`src/rtl/fft_frame_sched.sv`:
```
`default_nettype none
// ------------------------------------------------------------------
// fft_frame_sched : arm / settle / stream / wait sequencer for the FFT core
// Revision        : 1.0
// ------------------------------------------------------------------
module fft_frame_sched #(
  parameter int FFT_LEN = 1024,
  parameter int DATA_W  = 12,
  parameter int SETTLE  = 50000,
  parameter int TIMEOUT = 200000
) (
  input  logic              clk,
  input  logic              rst,
  input  logic              arm,
  input  logic              cont_mode,
  input  logic              adc_valid,
  input  logic [DATA_W-1:0] adc_data,
  input  logic              fft_tready,
  output logic              fft_tvalid,
  output logic [DATA_W-1:0] fft_tdata,
  output logic              fft_tlast,
  output logic              fft_abort,
  input  logic              result_done,
  output logic              frame_done,
  output logic [7:0]        frame_cnt,
  output logic              busy,
  output logic              overrun,
  output logic              timeout
);

  localparam int c_IDX_W = $clog2(FFT_LEN);
  localparam int c_SET_W = (SETTLE > 1) ? $clog2(SETTLE) : 1;
  localparam int c_TO_W  = (TIMEOUT > 1) ? $clog2(TIMEOUT) : 1;

  localparam logic [c_IDX_W-1:0] c_IDX_LAST = c_IDX_W'(FFT_LEN - 1);
  localparam logic [c_SET_W-1:0] c_SET_LAST = c_SET_W'(SETTLE - 1);
  localparam logic [c_TO_W-1:0]  c_TO_LAST  = c_TO_W'(TIMEOUT - 1);

  typedef enum logic [1:0] {
    ST_IDLE   = 2'd0,
    ST_SETTLE = 2'd1,
    ST_STREAM = 2'd2,
    ST_WAIT   = 2'd3
  } state_t;

  state_t             r_state;
  logic [c_SET_W-1:0] r_settle_cnt;
  logic [c_TO_W-1:0]  r_to_cnt;
  logic [c_IDX_W-1:0] r_idx;

  logic               w_accept;
  logic               w_lost;
  logic [c_IDX_W-1:0] w_load_idx;

  assign w_accept   = fft_tvalid && fft_tready;
  assign w_lost     = adc_valid && fft_tvalid && !fft_tready;
  // A sample loaded in the same cycle its predecessor is accepted belongs to the next index.
  assign w_load_idx = w_accept ? (r_idx + c_IDX_W'(1)) : r_idx;

  always_ff @(posedge clk or posedge rst) begin
    if (rst) begin
      r_state      <= ST_IDLE;
      r_settle_cnt <= '0;
      r_to_cnt     <= '0;
      r_idx        <= '0;
      fft_tvalid   <= 1'b0;
      fft_tdata    <= '0;
      fft_tlast    <= 1'b0;
      fft_abort    <= 1'b0;
      frame_done   <= 1'b0;
      frame_cnt    <= '0;
      busy         <= 1'b0;
      overrun      <= 1'b0;
      timeout      <= 1'b0;
    end else begin
      fft_abort  <= 1'b0;
      frame_done <= 1'b0;
      if (arm) begin
        r_state      <= ST_SETTLE;
        r_settle_cnt <= '0;
        r_to_cnt     <= '0;
        r_idx        <= '0;
        fft_tvalid   <= 1'b0;
        fft_tlast    <= 1'b0;
        busy         <= 1'b1;
        overrun      <= 1'b0;
        timeout      <= 1'b0;
        fft_abort    <= (r_state == ST_STREAM) || (r_state == ST_WAIT);
      end else begin
        case (r_state)
          ST_IDLE: begin
          end
          ST_SETTLE: begin
            if (r_settle_cnt == c_SET_LAST) begin
              r_settle_cnt <= '0;
              r_idx        <= '0;
              r_state      <= ST_STREAM;
            end else begin
              r_settle_cnt <= r_settle_cnt + c_SET_W'(1);
            end
          end
          ST_STREAM: begin
            if (w_lost) begin
              overrun      <= 1'b1;
              fft_abort    <= 1'b1;
              fft_tvalid   <= 1'b0;
              fft_tlast    <= 1'b0;
              r_idx        <= '0;
              r_settle_cnt <= '0;
              r_state      <= ST_SETTLE;
            end else if (w_accept && fft_tlast) begin
              fft_tvalid <= 1'b0;
              fft_tlast  <= 1'b0;
              r_idx      <= '0;
              r_to_cnt   <= '0;
              r_state    <= ST_WAIT;
            end else begin
              if (w_accept) begin
                r_idx <= r_idx + c_IDX_W'(1);
              end
              if (adc_valid) begin
                fft_tvalid <= 1'b1;
                fft_tdata  <= adc_data;
                fft_tlast  <= (w_load_idx == c_IDX_LAST);
              end else if (w_accept) begin
                fft_tvalid <= 1'b0;
                fft_tlast  <= 1'b0;
              end
            end
          end
          ST_WAIT: begin
            if (result_done) begin
              frame_done <= 1'b1;
              frame_cnt  <= frame_cnt + 8'd1;
              r_idx      <= '0;
              r_to_cnt   <= '0;
              if (cont_mode) begin
                r_state <= ST_STREAM;
              end else begin
                r_state <= ST_IDLE;
                busy    <= 1'b0;
              end
            end else if (r_to_cnt == c_TO_LAST) begin
              timeout   <= 1'b1;
              fft_abort <= 1'b1;
              r_to_cnt  <= '0;
              busy      <= 1'b0;
              r_state   <= ST_IDLE;
            end else begin
              r_to_cnt <= r_to_cnt + c_TO_W'(1);
            end
          end
          default: begin
            r_state <= ST_IDLE;
            busy    <= 1'b0;
          end
        endcase
      end
    end
  end

endmodule
`default_nettype wire
```
`config.mk`:
```
export PLATFORM = sky130hd
export DESIGN_NAME = fft_frame_sched
export DESIGN_NICKNAME = d
export VERILOG_FILES = /design/src/rtl/fft_frame_sched.sv
export SDC_FILE = /design/constraint.sdc
export NUM_CORES = 1
export LEC_CHECK = 0
export CORE_MARGIN = 1.5
export CORE_UTILIZATION = 45
export CTS_BUF_LIST = sky130_fd_sc_hd__clkbuf_16
export CTS_CLUSTER_SIZE = 25
export DETAILED_ROUTE_END_ITERATION = 8
export GPL_TIMING_DRIVEN = 0
export PLACE_DENSITY = 0.67
export RECOVER_POWER = 25
export SLEW_MARGIN = 20
export SYNTH_ARGS = -nofsm -noshare
export SYNTH_HDL_FRONTEND = slang
export SYNTH_SLANG_ARGS = --single-unit
```
`constraint.sdc`:
```
create_clock -name clk -period 5.4 [get_ports clk]
set_input_delay 1.08 -clock clk [delete_from_list [all_inputs] [get_ports clk]]
set_output_delay 1.08 -clock clk [all_outputs]
set_load 0.005 [all_outputs]
```
Yosys cells after proc, flatten, opt, wreduce, memory -nomap -nowiden:

Index checks and enable logic that the tools add are counted.

* register bits after elaboration: 73
* bits of input ports: 19
* output and inout port bits: 27
* word-level logic and storage cells: 116

* add/sub/neg operators: 4
* eq/ne operators: 15
* muxes and demuxes: 56
* bitwise operators: 3
* reduce and logical (&&, ||, !) cells: 25

Operator list (count)
* $mux W18: 5
* $mux W10: 6
* $mux W16: 3
* $pmux W18 S2: 1
* $pmux W16 S2: 1
* $mux W1: 30
* $pmux W10 S3: 1
* $add A18 B1 Y18 const B: 1
* $eq A18 B18 Y1 const B: 1
* $add A16 B1 Y16 const B: 1
* $eq A16 B16 Y1 const B: 1
* $ne A3 B3 Y1 const B: 5
* $reduce_and A3 Y1: 5
* $mux W2: 7
* $add A10 B1 Y10 const B: 1
* $eq A10 B10 Y1 const B: 1
* $reduce_bool A3 Y1: 3
* $add A8 B1 Y8 const B: 1
* $ne A4 B3 Y1 const B: 2
* $reduce_bool A2 Y1: 4
* $pmux W2 S3: 1
* $reduce_and A2 Y1: 3
* $reduce_and A5 Y1: 1
* $reduce_bool A5 Y1: 1
* other kinds (11): 17

Logic depth before layout (Yosys ltp):

Gate-level depths: netlist of the first run.

* depth in word-level cells: 8
* depth in mapped cells: 7
* depth with buffers taken out: 6

Least setup slack after synthesis of the first run:

Ideal clock, no wire load.

* path kind: input-to-reg
* from: input port fft_tready
* to: register r_settle_cnt[15]
* arrival: 2435 ps
* setup slack: 2887 ps
* stages on the path: 6
* path buffers: 1
* cells stage by stage: buf_6 and3b_2 a211oi_4 or3_4 or3_1 a21oi_1

* cells in the longest elaborated chain, start to end: 4

RTL lines
* start: declaration: line 18 `input logic fft_tready,`
* $logic_not A1 Y1: line 56 `assign w_lost = adc_valid && fft_tvalid && !fft_tready;`
* $logic_and A1 B1 Y1: line 56
* $ne A3 B3 Y1 (no source line)
* $reduce_and A2 Y1 (no source line)
* end signal: assignment: line 99 `r_settle_cnt <= r_settle_cnt + c_SET_W'(1);`
* end: declaration: line 47 `logic [c_SET_W-1:0] r_settle_cnt;`

Every way passes these cells.
A chain may end at the register's enable or synchronous reset.

Final worst setup path of the first run:

* from: input port arm
* to: register r_settle_cnt[7]

* cells in the longest elaborated chain, start to end: 2
* elaborated cells between the ends (all ways): 4
* those cells by class: eq/ne: 1; mux: 1; reduce/logical: 2

RTL lines
* start: declaration: line 14 `input logic arm,`
* $ne A3 B3 Y1 (no source line) or $reduce_bool A3 Y1 (tied branches)
* $reduce_and A2 Y1 (no source line)

Several ways; a longest one is shown, not always the timed one.

==> results.py, run 1 <==
metrics = {
    "placed_design": {
        "dp.cells": 539,
        "gp_congestion": 0.8604,
        "dp_hpwl_mm": 5.733,
        "portBuffers": 44,
    },
    "setup_path": {
        "cp-start-kind": "input port",
        "cp_data_required_time_ns": 5.60,
        "path_cells": "clkdlybuf4s50_1, clkbuf_1, nor2_1, a21oi_1, clkbuf_1, nor2_1",
        "crit_fanout": 10,
        "cp-end-kind": "register",
        "crit_type": "in -> reg",
        "cpMaxStageDelayCell": "clkdlybuf4s50_1",
        "crit_arrival_ns": 3.17,
        "slowest_delay_ns": 0.70,
    },
    "drt": {
        "num_vias": 3117,
        "drt_first_pass_iters": 4,
        "route.detailed.drc": 0,
        "top_layer": "met4",
        "dr_wl_met2_mm": 3.631,
        "met1_length_mm": 4.012,
        "drt-wirelength-per-cell_um": 14.75,
        "drtIter0Drc": 198,
        "routed_via_density": 5.616,
        "dr_wl_met3_um": 457,
        "ant_nets": 0,
        "routed_wl_mm": 8.189,
    },
    "logic_synthesis": {
        "synth_area_sq_um": 3817,
        "synth_area_per_cell_sq_um": 9.813,
        "synth_fp_nets": 412,
        "synth_compound_area_frac": 0.1291,
        "netlist_instances": 389,
        "synth_mux_area_frac": 0.04654,
        "ys_seq_elements": 73,
        "yosys_warnings": 0,
        "synthArstFlopShare": 1.000,
        "synth_top_family_by_area": "simple AND/OR/NAND/NOR gates",
        "ys_types": 59,
        "yosysTopAreaCellShare": 0.4785,
        "seq_area_frac_synth": 0.4785,
        "synth_simple_gate_area_share": 0.2445,
        "synth_xor_area_frac": 0.05965,
        "synth_top_area_cell": "dfrtp_1",
        "synthTopCellsByArea": "dfrtp_1 (48%), mux2_2 (4.1%), xnor2_1 (3.9%)",
        "synth-edff-count": 0,
        "synth_ff_type": "dfrtp_1",
        "synthAdderAreaFrac": 0.01311,
    },
    "timing": {
        "hold_viol": 0,
        "fmax_mhz": 336.3,
        "maxSlewViolCount": 0,
        "finalSetupViolations": 0,
        "relSlewSlack": 0.3469,
        "fin_tns_setup_ns": 0,
        "worstMarginPinSlew_ns": 0.9742,
        "rsz0062_at_grt": "no",
        "period_share": 0.5507,
        "skew_ns": 0.009777,
        "period_minus_slack_ns": 2.974,
    },
    "cts": {
        "cts_root_buf": "clkbuf_16",
        "numCtsBuffers": 9,
        "ctsHoldBuffers": 0,
        "cts.sink_count": 73,
        "cts_setup_buffers": 0,
        "cts_tree": "done",
        "clk_path_buf_depth": 2,
        "path_clk_slew_ns": 0.06,
        "cts-resized-gates": 0,
        "worstSkewPairLatency_ns": 0.33,
        "htreeDepth": 3,
    },
    "global_route": {
        "grt_start_max_net_pins": 54,
        "grt_pass1_wl_mm": 13.95,
        "grt_pass1_vias": 2921,
        "grt_overflow": 0,
        "track_usage": 0.1995,
        "antenna_found_initial": 0,
    },
    "floorplan": {
        "fp.coreArea_sq_um": 8217,
        "dieArea_sq_um": 9045,
        "rows": 33,
        "pin_count": 46,
        "die_y_um": 95.11,
        "dieWidth_um": 95.11,
        "start_util": 0.4646,
    },
    "cells_and_area": {
        "drive_above_1_share": 0.1178,
        "seq_area_sq_um": 1827,
        "area_growth_pct": 24.12,
        "multi_input_area_sq_um": 1882,
        "fin_cells": 555,
        "fillers": 705,
        "antenna_cells": 0,
        "fin_nets": 468,
    },
    "pwr": {
        "power.leakage_uw": 0.001975,
        "vdd_drop_max_mv": 0.2015,
        "powerDensity_nw_per_um2": 335.2,
    },
    "min_path": {
        "hold_path.class": "reg -> reg",
    },
    "job": {
        "drv_cap": 0,
    },
    "run_status": {
        "outcome": "complete, no violations",
    },
}
[metal layers]
| layer | track usage | vias to the layer above |
|---|---|---|
| met4 | 0.07836 | 0 |
| met1 | 0.2855 | 1505 |
| met5 | 0 | - |
| li1 | - | 1523 |
| met2 | 0.2896 | 82 |
| met3 | 0.04785 | 7 |
[synthesized netlist by cell type, types with 3 or more instances]
cell,instances
buf_2,6
and3_1,9
nand2_1,39
xor2_1,9
a21o_1,6
nand4_1,13
xnor2_1,17
nor4b_1,3
a31oi_1,13
inv_1,8
or3_1,5
dfrtp_1,73
a22o_1,7
nor4_1,8
nor3_1,8
nand3_1,20
ha_1,4
o21ai_0,17
a21oi_1,15
clkbuf_1,6
nand3b_1,4
mux2_2,14
nor2b_1,4
nor2_1,38
[critical path: cells and delay by family]
family                 cells  cell delay, ns
and+or+nand+nor            2            0.20
AOI/OAI and AO/OA          1            0.36
buffers and inverters      3            1.53
[state kept, by name (all words and copies together), names as in the netlist, 2 cells and up]
| register | flops |
|---|---|
| r_state | 2 |
| r_settle_cnt | 16 |
| frame_cnt | 8 |
| fft_tdata | 12 |
| r_to_cnt | 18 |
| r_idx | 10 |
[kinds of logic after synthesis]
kind of cell / count (synthesis)
xor+xnor: 26
fa+ha+maj: 4
buf+inv: 23
compound gates: 74
flops: 73
mux: 16
simple gates: 173
[power breakdown]
group          internal [uW]  switching [uW]  total, uW
logic                    178             122        300
clock network            404             230        634
registers                612            42.2        654
total                   1190             394       1590
[path summary, 6_finish.rpt]
check	from	depth (start not counted)	to	slack, ns
worst max-delay path	arm	6	r_settle_cnt[7]	2.43
worst min-delay path	frame_cnt[7]	1	frame_cnt[7]	0.48
worst max register to register	r_settle_cnt[0]	6	r_settle_cnt[7]	3.11
worst min register to register	frame_cnt[7]	1	frame_cnt[7]	0.48
max in group asynchronous	rst	3	r_to_cnt[1]	3.30
min in group asynchronous	rst	2	frame_cnt[6]	1.38
[cells in the final DEF, fill, tap and decap left out, drive strengths merged, types with 9 or more instances in the layout]
cell type	instances
dfrtp	73
clkdlybuf4s50	43
nand2	39
nor2	39
nand3	20
xnor2	17
o21ai	17
a21oi	16
clkbuf	15
mux2	14
nand4	13
a31oi	13
buf	10
xor2	9
and3	9
nor3	9
nor4	9
[area by class of cell]
type | count | area share
clock buffer | 9 | 0.04753
multi-input combinational | 293 | 0.3971
tap | 105 | 0.02773
clock inverter | 7 | 0.02007
buffer | 15 | 0.01664
sequential | 73 | 0.3855
timing repair buffer | 45 | 0.09876
inverter | 8 | 0.006602
[metrics by stage]
step	hold WS, ns	util	total power, uW	setup slack, ns	area [sq um]
6_report	0.4816	0.5767	1588	2.426	4738
5_1_grt	0.5200	0.5767	1668	2.200	4738
3_5_place_dp	0.4651	0.5378	968.8	2.065	4419
4_1_cts	0.4855	0.5768	1612	2.415	4740
3_3_place_gp	0.4638	0.5342	955.5	1.187	4389
2_1_floorplan	0.4684	-	797.4	2.467	3817
(Power assumes the default switching activity.)
==> inputs of run 2 (changes only) <==
--- a/config.mk
+++ b/config.mk
@@ -11,7 +11,7 @@
 export CTS_CLUSTER_SIZE = 25
 export DETAILED_ROUTE_END_ITERATION = 8
 export GPL_TIMING_DRIVEN = 0
-export PLACE_DENSITY = 0.67
+export PLACE_DENSITY = 0.69
 export RECOVER_POWER = 25
 export SLEW_MARGIN = 20
 export SYNTH_ARGS = -nofsm -noshare
==> constraint.sdc (replaced) <==
create_clock -name clk -period 2.62 [get_ports clk]
set_input_delay 0.524 -clock clk [delete_from_list [all_inputs] [get_ports clk]]
set_output_delay 0.524 -clock clk [all_outputs]
set_load 0.005 [all_outputs]
==> results.py, run 2 (synthesis results as in run 1) <==
metrics = {
    "pwr": {
        "power.leakage_uw": 0.001956,
        "powerDensity_nw_per_um2": 681.9,
        "pwr-share-seq": 0.422,
        "p_switching_uw": 836.0,
        "p_int_uw": 2369,
        "vdd_drop_max_mv": 0.5586,
        "pwr-share-comb": 0.190,
        "switching_share": 0.2609,
        "clkPwrFrac": 0.388,
        "total_power_uw": 3205,
    },
    "setup_path": {
        "r2r-start": "r_settle_cnt[0]",
        "startpoint": "arm",
        "cp_num_buf_inv": 3,
        "r2r_end": "r_idx[1]",
        "critPathTopFamily": "buffers and inverters",
        "crit_path_end": "r_settle_cnt[2]",
        "path_cells": "clkdlybuf4s50_1, clkbuf_1, nor2_1, a21oi_1, clkbuf_1, nor2_1",
        "cp.depth": 6,
        "cp-start-kind": "input port",
        "regToRegSetupSlack_ns": 0.37,
        "cp-end-kind": "register",
        "cpMaxStageDelayCell": "clkdlybuf4s50_1",
        "crit_type": "in -> reg",
        "crit_fanout": 10,
        "slowest_delay_ns": 0.70,
        "r2r_cells": 6,
        "cp_data_required_time_ns": 2.82,
        "crit_arrival_ns": 2.58,
    },
    "drt": {
        "drt_first_pass_iters": 4,
        "drt-wirelength-per-cell_um": 15.10,
        "num_vias": 3146,
        "dr_wl_met2_mm": 3.919,
        "drtIter0Drc": 192,
        "met1_length_mm": 3.992,
        "routed_wl_mm": 8.382,
        "dr_wl_met3_um": 404,
        "top_layer": "met4",
        "ant_nets": 0,
        "routed_via_density": 5.668,
        "route.detailed.drc": 0,
    },
    "cells_and_area": {
        "fillers": 719,
        "largest_register": "r_to_cnt",
        "drive_above_1_share": 0.1156,
        "largest_reg_flops": 18,
        "final_common_cell": "dfrtp_1",
        "antenna_cells": 0,
        "mostFrequentLayoutCells": "dfrtp_1 (73), clkdlybuf4s50_1 (43), nand2_1 (39)",
        "fin_nets": 468,
        "area_growth_pct": 23.11,
        "largestRegisters": "r_to_cnt (18), r_settle_cnt (16), fft_tdata (12)",
        "fin_cells": 555,
    },
    "timing": {
        "relSlewSlack": 0.3957,
        "skew_ns": 0.009329,
        "period_minus_slack_ns": 2.383,
        "worstMarginPinSlew_ns": 0.9064,
        "rsz0062_at_grt": "no",
        "finalSetupViolations": 0,
        "hold_viol": 0,
        "maxSlewViolCount": 0,
        "period_share": 0.9094,
        "fmax_mhz": 419.7,
    },
    "global_route": {
        "grt_start_max_net_pins": 55,
        "track_usage": 0.2005,
        "grt_pass1_wl_mm": 13.92,
        "antenna_found_initial": 0,
        "grt_pass1_vias": 2950,
        "grt_overflow": 0,
    },
    "cts": {
        "cts-resized-gates": 0,
        "htreeDepth": 3,
        "ctsHoldBuffers": 0,
        "cts_setup_buffers": 0,
        "cts.sink_count": 73,
        "worstSkewPairLatency_ns": 0.33,
        "cts_root_buf": "clkbuf_16",
        "path_clk_slew_ns": 0.06,
        "numCtsBuffers": 9,
        "clk_path_buf_depth": 2,
        "cts_tree": "done",
    },
    "floorplan": {
        "dieArea_sq_um": 9045,
        "pin_count": 46,
        "start_util": 0.4646,
        "dieWidth_um": 95.11,
        "fp.coreArea_sq_um": 8217,
        "die_y_um": 95.11,
        "rows": 33,
    },
    "placed_design": {
        "portBuffers": 44,
        "gp_congestion": 0.8514,
        "dp.cells": 539,
        "dp_hpwl_mm": 5.771,
    },
    "run_status": {
        "outcome": "complete, no violations",
    },
    "job": {
        "drv_cap": 0,
    },
    "min_path": {
        "hold_path.class": "reg -> reg",
    },
}
[run 2: cell types whose count changed in the layout (fill, tap and decap cells not counted), sizes merged]
cell    change
clkinv      -2
bufinv      -1
inv         +3
clkbuf      +1
buf         -1
[run 2: per-stage QoR]
| step | hold slack (ns) | setup WS (ns) | instance area (sq um) | util | TNS [ns] |
|---|---|---|---|---|---|
| after global placement | 0.4623 | -0.9910 | 4389 | 0.5342 | -72.57 |
| after global routing | 0.5071 | 0.08014 | 4700 | 0.5720 | 0 |
| after detailed placement | 0.4638 | -0.06032 | 4419 | 0.5378 | -0.5449 |
| after CTS | 0.4745 | 0.2685 | 4721 | 0.5745 | 0 |
| after floorplan | 0.4684 | 0.2427 | 3817 | - | 0 |
| final | 0.4687 | 0.2373 | 4700 | 0.5720 | 0 |
[run 2: layout make-up]
type | instances | area (sq um) | area share
buffer | 15 | 78.83 | 0.01677
clock buffer | 9 | 225.2 | 0.04792
clock inverter | 7 | 76.32 | 0.01624
inverter | 8 | 31.28 | 0.006656
multi-input combinational | 293 | 1882 | 0.4004
sequential | 73 | 1827 | 0.3887
tap | 105 | 131.4 | 0.02796
timing repair buffer | 45 | 447.9 | 0.09531
[run 2: power by group through the flow]
stage / combinational [uW] / clock, uW / sequential [uW]
2_1_floorplan: 274 / 0 / 1370
3_3_place_gp: 605 / 0 / 1360
3_5_place_dp: 620 / 0 / 1370
4_1_cts: 625 / 1270 / 1350
5_1_grt: 676 / 1320 / 1370
6_report: 609 / 1240 / 1350
[run 2: worst register-to-register path, stage by stage (launching register included)]
cell	delay, ns
dfrtp_1	0.38
ha_1	0.17
nand3_1	0.23
nand4b_1	0.38
o21a_1	0.28
or2_1	0.31
a221o_1	0.38
[run 2: routing by layer]
layer / vias to the layer above / track usage
met3: 4 / 0.04625
met4: 0 / 0.08582
li1: 1535 / -
met2: 77 / 0.3103
met1: 1530 / 0.2688
met5: - / 0
[run 2: worst min path at each step]
stage,depth (start not counted),from,to
after CTS,1,frame_cnt[7],frame_cnt[7]
after detailed placement,1,frame_cnt[7],frame_cnt[7]
final,1,frame_cnt[7],frame_cnt[7]
after floorplan,1,frame_cnt[7],frame_cnt[7]
after global routing,1,frame_cnt[7],frame_cnt[7]
after global placement,1,frame_cnt[7],frame_cnt[7]
==> inputs of run 3 (changes only) <==
--- a/config.mk
+++ b/config.mk
@@ -7,7 +7,6 @@
 export LEC_CHECK = 0
 export CORE_MARGIN = 1.5
 export CORE_UTILIZATION = 45
-export CTS_BUF_LIST = sky130_fd_sc_hd__clkbuf_16
 export CTS_CLUSTER_SIZE = 25
 export DETAILED_ROUTE_END_ITERATION = 8
 export GPL_TIMING_DRIVEN = 0
==> results.py, run 3 (synthesis results as in run 1) <==
metrics = {
    "drt": {
        "route.detailed.drc": 0,
        "num_vias": 3144,
        "routed_wl_mm": 8.248,
        "drt_first_pass_iters": 5,
        "drt-wirelength-per-cell_um": 14.86,
        "routed_via_density": 5.665,
        "drtIter0Drc": 201,
        "ant_nets": 0,
    },
    "cells_and_area": {
        "multi_input_area_sq_um": 1882,
        "antenna_cells": 0,
        "largestRegisters": "r_to_cnt (18), r_settle_cnt (16), fft_tdata (12)",
        "final_core_util": 0.5608,
        "largest_register": "r_to_cnt",
        "largest_reg_flops": 18,
        "seq_area_sq_um": 1827,
        "final_common_cell": "dfrtp_1",
        "fin_nets": 468,
        "fillers": 727,
        "mostFrequentLayoutCells": "dfrtp_1 (73), clkdlybuf4s50_1 (43), nand2_1 (39)",
        "fin_cells": 555,
        "drive_above_1_share": 0.1178,
        "area_growth_pct": 20.71,
    },
    "cts": {
        "cts-resized-gates": 0,
        "cts_setup_buffers": 0,
        "path_clk_slew_ns": 0.08,
        "cts_root_buf": "clkbuf_8",
        "clk_path_buf_depth": 2,
        "htreeDepth": 3,
        "numCtsBuffers": 9,
        "cts_tree": "done",
        "worstSkewPairLatency_ns": 0.36,
        "cts.sink_count": 73,
        "ctsHoldBuffers": 0,
    },
    "timing": {
        "skew_ns": 0.01446,
        "worstMarginPinSlew_ns": 0.9084,
        "maxSlewViolCount": 0,
        "relSlewSlack": 0.3944,
        "fmax_mhz": 434.2,
        "period_minus_slack_ns": 2.303,
        "finalSetupViolations": 0,
        "hold_viol": 0,
        "rsz0062_at_grt": "no",
        "period_share": 0.8790,
    },
    "pwr": {
        "powerDensity_nw_per_um2": 628.8,
        "power.leakage_uw": 0.001915,
        "p_switching_uw": 799.4,
        "vdd_drop_max_mv": 0.5079,
        "pwr-share-comb": 0.210,
        "switching_share": 0.2759,
        "pwr-share-seq": 0.465,
        "clkPwrFrac": 0.325,
        "p_int_uw": 2098,
    },
    "global_route": {
        "grt_pass1_vias": 2881,
        "antenna_found_initial": 0,
        "grt_pass1_wl_mm": 13.79,
        "track_usage": 0.1980,
        "grt_start_max_net_pins": 55,
        "grt_overflow": 0,
    },
    "floorplan": {
        "pin_count": 46,
        "start_util": 0.4646,
        "die_y_um": 95.11,
        "dieWidth_um": 95.11,
        "fp.coreArea_sq_um": 8217,
        "dieArea_sq_um": 9045,
        "rows": 33,
    },
    "setup_path": {
        "crit_path_end": "r_settle_cnt[5]",
        "regToRegSetupSlack_ns": 0.34,
        "cp_data_required_time_ns": 2.85,
        "slowest_delay_ns": 0.68,
        "startpoint": "arm",
        "r2r_end": "r_idx[1]",
        "r2r-start": "r_settle_cnt[0]",
        "cpMaxStageDelayCell": "clkdlybuf4s50_1",
        "crit_arrival_ns": 2.53,
        "cp-end-kind": "register",
        "cp-start-kind": "input port",
        "r2r_cells": 6,
        "crit_fanout": 10,
        "path_cells": "clkdlybuf4s50_1, clkbuf_1, nor2_1, a21oi_1, clkbuf_1, nor2_1",
        "crit_type": "in -> reg",
    },
    "placed_design": {
        "dp.cells": 539,
        "gp_congestion": 0.8514,
        "dp_hpwl_mm": 5.771,
        "portBuffers": 44,
    },
    "job": {
        "drv_cap": 0,
    },
    "min_path": {
        "hold_path.class": "reg -> reg",
        "worstHoldStart": "frame_cnt[7]",
    },
    "run_status": {
        "outcome": "complete, no violations",
    },
}
==> run 3: cell count changes in the layout (fill, tap and decap cells not counted), sizes merged <==
cell	change
clkbuf	+1
clkinv	-1
==> run 3: cell type report <==
type	instances	area share
multi-input cells	293	0.4084
well taps	105	0.02851
clock inverters	6	0.01575
repair buffers	45	0.09720
clock buffers	10	0.02987
plain buffers	15	0.01711
flip-flops and latches	73	0.3964
inverters	8	0.006788
==> run 3: routing by layer <==
| metal | wire length [um] | GRT usage | share of wire |
|---|---|---|---|
| met5 | 0 | 0 | 0 |
| met4 | 100 | 0.05970 | 0.012 |
| met3 | 500 | 0.05742 | 0.061 |
| met2 | 3770 | 0.3061 | 0.46 |
| met1 | 3876 | 0.2685 | 0.47 |
==> run 3: worst min-delay path by stage <==
| stage | endpoint | cells after the start |
|---|---|---|
| 5_1_grt | frame_cnt[7] | 1 |
| 3_3_place_gp | frame_cnt[7] | 1 |
| 2_1_floorplan | frame_cnt[7] | 1 |
| 3_5_place_dp | frame_cnt[7] | 1 |
| 6_report | frame_cnt[7] | 1 |
| 4_1_cts | frame_cnt[7] | 2 |
==> run 3: power groups by stage <==
stage | Combinational [uW] | Clock, uW | Sequential (uW)
final | 608 | 942 | 1350
after global routing | 675 | 1010 | 1370
after CTS | 625 | 961 | 1350
after detailed placement | 620 | 0 | 1370
after global placement | 605 | 0 | 1360
after floorplan | 274 | 0 | 1370
==> run 3: worst max-delay path, delay by kind of cell <==
| family | cells | cell delay, ns |
|---|---|---|
| buf+inv | 3 | 1.49 |
| simple gates | 2 | 0.20 |
| compound gates | 1 | 0.32 |
==> run 3: metrics by stage <==
step	instance area, sq um	power (uW)	setup TNS (ns)	hold WS [ns]	setup slack, ns
final	4608	2898	0	0.4712	0.3172
after detailed placement	4419	1991	-0.5449	0.4638	-0.06032
after CTS	4629	2936	0	0.4657	0.3189
after global routing	4608	3050	0	0.5110	0.1176
after global placement	4389	1967	-72.57	0.4623	-0.9910
after floorplan	3817	1643	0	0.4684	0.2427
==> variant 1: new RTL, settings of run 1 <==
Make the reset (`rst`) synchronous in one clocked block.
--- a/src/rtl/fft_frame_sched.sv
+++ b/src/rtl/fft_frame_sched.sv
@@ -57,7 +57,7 @@
   // A sample loaded in the same cycle its predecessor is accepted belongs to the next index.
   assign w_load_idx = w_accept ? (r_idx + c_IDX_W'(1)) : r_idx;
 
-  always_ff @(posedge clk or posedge rst) begin
+  always_ff @(posedge clk) begin
     if (rst) begin
       r_state      <= ST_IDLE;
       r_settle_cnt <= '0;
Function: differs if rst is asserted again (counterexample within 4 cycles, from zero or initial values and one cycle with rst high); with rst held inactive, the same outputs for 10 cycles.
==> variant 1 against run 1 <==
Design area is 7.2% lower. Critical path depth is 2 higher. Utilization is 0.19 points lower. Sequential share of layout area is 5.3 points lower. Highest routed layer unchanged. Wire length is 0.99% lower. Sequential cell count stayed put. Worst setup slack worse by 0.053 ns. First-iteration DRC count is 21% lower. Synthesized cell count is 6.4% higher. Synthesized area is 8.0% lower. Critical endpoint is now fft_tdata[3]. Fmax is 1.7% lower.
Power is not compared: it rests on default switching activity, and its combinational part moved more than twofold at a synthesized area within 25%.
==> variant 1: results (changes against run 1) <==
Logic synthesis
Main area contributors after synthesis: dfxtp_1, nor2_1, xor2_1 (was dfrtp_1, mux2_2, xnor2_1). The share of synthesized registers carrying an async set or reset is 0% (was 100.0%). The Yosys warning count is 0 (unchanged). The proportion of synthesized chip area in sequential cells came to 41.60% (was 47.85%). The number of unique standard cell types used by synthesis was 53 (was 59). The most frequently used flop master after synthesis was dfxtp_1 (was dfrtp_1). The post-synthesis net count was 437 (was 412). Cell types with the highest counts after synthesis: dfxtp_1, nor2_1, nand2_1 (was dfrtp_1, nand2_1, nor2_1).

GRT
The number of antenna violations at the first check in global routing was 0 (unchanged). The number of global-route vias before repair came to 2931 (was 2921). The largest net degree at the start of global routing is 15 (was 54).

The wire length of the first global-routing pass is 13720 microns (was 13950 microns). The combined global-route utilization of all metal layers is 20.23% (was 19.95%).

Worst hold path
The number of cells on the worst hold path was 2 (was 1).

Route
The wire length reported by the detailed router came to 8108 microns (was 8189 microns). The starting DRC count in detailed routing was 157 (was 198). The routed length on met1 came to 3898 microns (was 4012 microns).

The number of vias per cell after detailed routing is 5.489 (was 5.616). The met2 wire length was 3751 microns (was 3631 microns). The wire length on met3 is 302 microns (was 457 microns). The uppermost metal layer occupied by signal nets is met4 (unchanged).

STA
The setup clock skew after layout is 0.006842 ns (was 0.009777 ns). The relative slew slack is 37.09% (was 34.69%).

CTS
The maximum buffer depth of the clock tree is 2 (unchanged). The number of H-tree levels is 3 (unchanged).

Final layout
The fraction of layout cells with a size suffix above 1 is 6.737% (was 11.78%). The final net count is 493 (was 468). The number of fillers in the final layout is 684 (was 705).

Regs by FF count: r_to_cnt x18, r_settle_cnt x16, fft_tdata x12 (unchanged).

Placed design
The detailed placer's ending HPWL came to 5563 microns (was 5733 microns). The global placer's final weighted congestion was 0.8193 (was 0.8604). The worst slack at placement is 2.055 ns (was 2.065 ns). The number of I/O port buffers is 45 (was 44).

Run status
Status: completed (unchanged).

Pwr
The largest voltage drop on the vdd net is 0.1624 mV.

Critical path
The count of cells along the worst register-to-register path is 7 (was 6).
## variant 1: power by group
part,switching (mW),leakage [nW],internal (mW),total (mW)
Sequential,0.00107,0.588,0.540,0.541
Clock,0.246,0.144,0.362,0.609
Combinational,0.0302,0.805,0.0219,0.0522
## variant 1: worst max-delay path: stages
cell	delay, ns
clkdlybuf4s50_1	0.51
clkbuf_1	0.32
nor2b_1	0.20
o211ai_1	0.14
nor2_1	0.33
buf_2	0.36
mux2i_1	0.22
nor2_1	0.05
## variant 1: through the flow
| step | instance area (sq um) | hold slack, ns | std cells |
|---|---|---|---|
| finish | 4395 | 0.4736 | 577 |
| floorplan | 3513 | 0.4510 | 414 |
| CTS | 4395 | 0.4877 | 577 |
| global route | 4395 | 0.5036 | 577 |
| global placement | 4091 | 0.4524 | 561 |
| detailed placement | 4091 | 0.4656 | 561 |
## variant 1: final timing paths
check	from	to	slack, ns
max	fft_tready	fft_tdata[3]	2.37
min	overrun	overrun	0.47
max reg2reg	r_to_cnt[0]	r_to_cnt[3]	2.90
min reg2reg	overrun	overrun	0.47
## variant 1: final cells by class
cell class,count,share of cell area (%)
Timing Repair Buffer,45,10.25
Inverter,4,0.3416
Buffer,21,2.021
Clock inverter,7,1.793
Clock buffer,9,5.124
Multi-Input combinational cell,316,44.32
Tap cell,102,2.903
Sequential cell,73,33.25
## variant 1: per-layer routing
layer  up-vias  track usage [%]
met3        14            3.518
met2        70            32.52
li1       1617                -
met5         -                0
met1      1466            26.73
met4         0            8.203
## variant 1: kinds of logic (layout without fill, tap and decap cells)
| logic type | Yosys count | after routing | share of synthesized area [%] |
|---|---|---|---|
| AO/OA/AOI/OAI | 82 | 82 | 15.31 |
| XOR/XNOR | 26 | 26 | 6.482 |
| adder cells (fa/ha/maj) | 4 | 4 | 1.425 |
| buffers and inverters | 25 | 86 | 2.956 |
| flip-flops | 73 | 73 | 41.60 |
| multiplexers | 14 | 14 | 3.988 |
| AND/OR/NAND/NOR | 190 | 190 | 28.24 |
==> variant 2: new RTL, config.mk and constraints of run 1 <==
Made on the original files. `TIMEOUT`: 200000 -> 800000.
--- a/src/rtl/fft_frame_sched.sv
+++ b/src/rtl/fft_frame_sched.sv
@@ -7,7 +7,7 @@
   parameter int FFT_LEN = 1024,
   parameter int DATA_W  = 12,
   parameter int SETTLE  = 50000,
-  parameter int TIMEOUT = 200000
+  parameter int TIMEOUT = 800000
 ) (
   input  logic              clk,
   input  logic              rst,
Behaviour: no difference found for any inputs over 10 cycles, from zero or initial values and one cycle with rst high; that may be too few to reach the edited logic, so the function may still have changed.
==> variant 2 against run 1 <==
Worst setup slack got worse by 0.11 ns. Synthesized area rose by 1.6%. Utilization fell by 0.091 points. Die area rose by 1.6%. Wire length rose by 1.9%. Clock skew fell by 0.0016 ns. Count of clock-buffer cells in the layout did not move. Sequential cell count rose by 2. Design area rose by 0.85%. Largest cell class unchanged.
Power is not compared: it rests on default switching activity, and its combinational part moved more than twofold at a synthesized area within 25%.
==> variant 2: results (changes against run 1) <==
GRT
The combined global-route utilization of all metal layers is 20.05% (was 19.95%). The wire length of the first global-routing pass was 14260 microns (was 13950 microns). The largest net degree at the start of global routing is 57 (was 54). The number of antenna violations at the first check in global routing came to 0 (unchanged).

Final layout
The final net count came to 472 (was 468). The fraction of layout cells with a size suffix above 1 came to 10.79% (was 11.78%). Regs by FF count: r_to_cnt x20, r_settle_cnt x16, fft_tdata x12 (was r_to_cnt x18, r_settle_cnt x16, fft_tdata x12). The number of inserted diodes is 0 (unchanged).

Route
The number of iterations in the first detailed-routing pass is 4 (unchanged). The via count is 3146 (was 3117). The post-detailed-route count of antenna-violating nets came to 0 (unchanged).

The wire length reported by the detailed router is 8343 microns (was 8189 microns). The starting DRC count in detailed routing came to 139 (was 198).

Pwr
The largest voltage drop on the vdd net is 0.1571 mV. The internal power of the cells totals 0.9399 mW. In this run the static leakage power is 1.922 nW.

Logic synthesis
The most frequently used flop master after synthesis is dfrtp_1 (unchanged). Cell types with the highest counts after synthesis: dfrtp_1, nor2_1, nand2_1 (was dfrtp_1, nand2_1, nor2_1). The proportion of synthesized chip area in sequential cells is 48.37% (was 47.85%). The Yosys warning count came to 0 (unchanged). The post-synthesis net count came to 415 (was 412). The number of unique standard cell types used by synthesis is 57 (was 59). Main area contributors after synthesis: dfrtp_1, xnor2_1, mux2_2 (was dfrtp_1, mux2_2, xnor2_1). The post-synthesis instance area is 3880 sq um (was 3817 sq um). The share of synthesized registers carrying an async set or reset was 100.0% (unchanged).

STA
The relative slew slack is 36.45% (was 34.69%). The total count of hold-check failures in the final report came to 0 (unchanged). The setup clock skew after layout is 0.008181 ns (was 0.009777 ns).

Worst hold path
The classification of the worst-slack hold path was reg -> reg (unchanged).

Critical path
The largest stage delay on the critical path is 0.62 ns (was 0.70 ns). The cell with the largest stage delay on the worst path was clkdlybuf4s50_1 (unchanged). The data arrival time at the worst-slack endpoint is 3.29 ns (was 3.17 ns).

The critical-path maximum fanout is 10 (unchanged).

CTS
The clock latency reported for the late side of the worst-skew pair is 0.33 ns (about the same). The number of setup buffers added after CTS came to 0 (unchanged). The total CTS buffers is 9 (unchanged). The clock tree root buffer cell was clkbuf_16 (unchanged).

The number of gates given a new drive strength after cts is 0 (unchanged). The maximum buffer depth of the clock tree is 2 (unchanged). The clock-pin transition on the worst setup and hold timing paths was 0.06 ns (about the same).

The number of H-tree levels is 3 (unchanged).

Placed design
The number of I/O port buffers came to 44 (unchanged). The global placer's final weighted congestion is 0.8436 (was 0.8604). The detailed placer's ending HPWL was 5892 microns (was 5733 microns).

Run status
Status: completed (unchanged).
-- variant 2: cell count changes after synthesis, moves of 4 or more --
cell,run 1,this run
a31oi_1,13,4
xnor2_1,17,26
a21o_1,6,1
a21oi_1,15,10
a22o_1,7,2
and3_1,9,4
o41ai_1,0,5
clkbuf_1,6,10
nand2_1,39,35
nor3_1,8,12
o21ai_1,0,4
or2_2,1,5
or4_1,0,4
-- variant 2: layer usage --
metal	wire (microns)	global-route usage, %
met5	0	0
met4	80	5.515
met3	496	6.240
met2	3856	32.34
met1	3909	26.03
-- variant 2: kinds of logic after synthesis --
| kind of cell | count (synthesis) | synth area share [%] |
|---|---|---|
| xor gates and xnor gates | 32 | 7.224 |
| buffers and inverters | 25 | 2.580 |
| DFF | 75 | 48.37 |
| muxes | 14 | 4.063 |
| adders and majority gates | 4 | 1.290 |
| AOI/OAI and AO/OA | 66 | 11.71 |
| and+or+nand+nor | 176 | 24.77 |
-- variant 2: per-stage QoR --
stage	utilization (%)	area (sq um)	cells	total power, mW	setup slack (ns)
floorplan	-	3880	392	0.5988	2.410
global placement	53.64	4452	541	0.6207	1.116
detailed placement	54.00	4482	542	0.6243	2.007
CTS	57.53	4775	558	1.223	2.304
global route	57.58	4778	559	1.249	2.121
finish	57.58	4778	559	1.204	2.313
-- variant 2: critical path, delay by kind of cell --
| kind | cells | cell delay (ns) |
|---|---|---|
| compound gates | 1 | 0.57 |
| xor+xnor | 1 | 0.16 |
| buf+inv | 2 | 1.03 |
| simple gates | 3 | 0.44 |
-- variant 2: path summary, 6_finish.rpt --
path,to,cells past startpoint,start,slack (ns)
min in group asynchronous,r_to_cnt[19],2,rst,1.37
max in group asynchronous,fft_tdata[4],3,rst,3.31
min reg2reg,frame_cnt[7],1,frame_cnt[7],0.49
min,frame_cnt[7],1,frame_cnt[7],0.49
max reg2reg,r_idx[0],6,r_settle_cnt[10],3.02
max,r_settle_cnt[3],7,fft_tready,2.31
-- variant 2: layout make-up --
class | count | area [sq um]
well taps | 105 | 131.4
clock inverters | 7 | 67.56
clock buffers | 9 | 225.2
inverters | 10 | 38.79
multi-input cells | 292 | 1903
fillers | 736 | 3521
repair buffers | 46 | 473.0
plain buffers | 15 | 62.56
flip-flops and latches | 75 | 1877
-- variant 2: power by group through the flow --
stage               registers (mW)  clock network, mW  logic [mW]
floorplan                    0.577                  0      0.0222
global placement             0.577                  0      0.0437
detailed placement           0.577                  0      0.0473
CTS                          0.567              0.609      0.0475
global route                 0.567              0.630      0.0521
finish                       0.567              0.591      0.0462
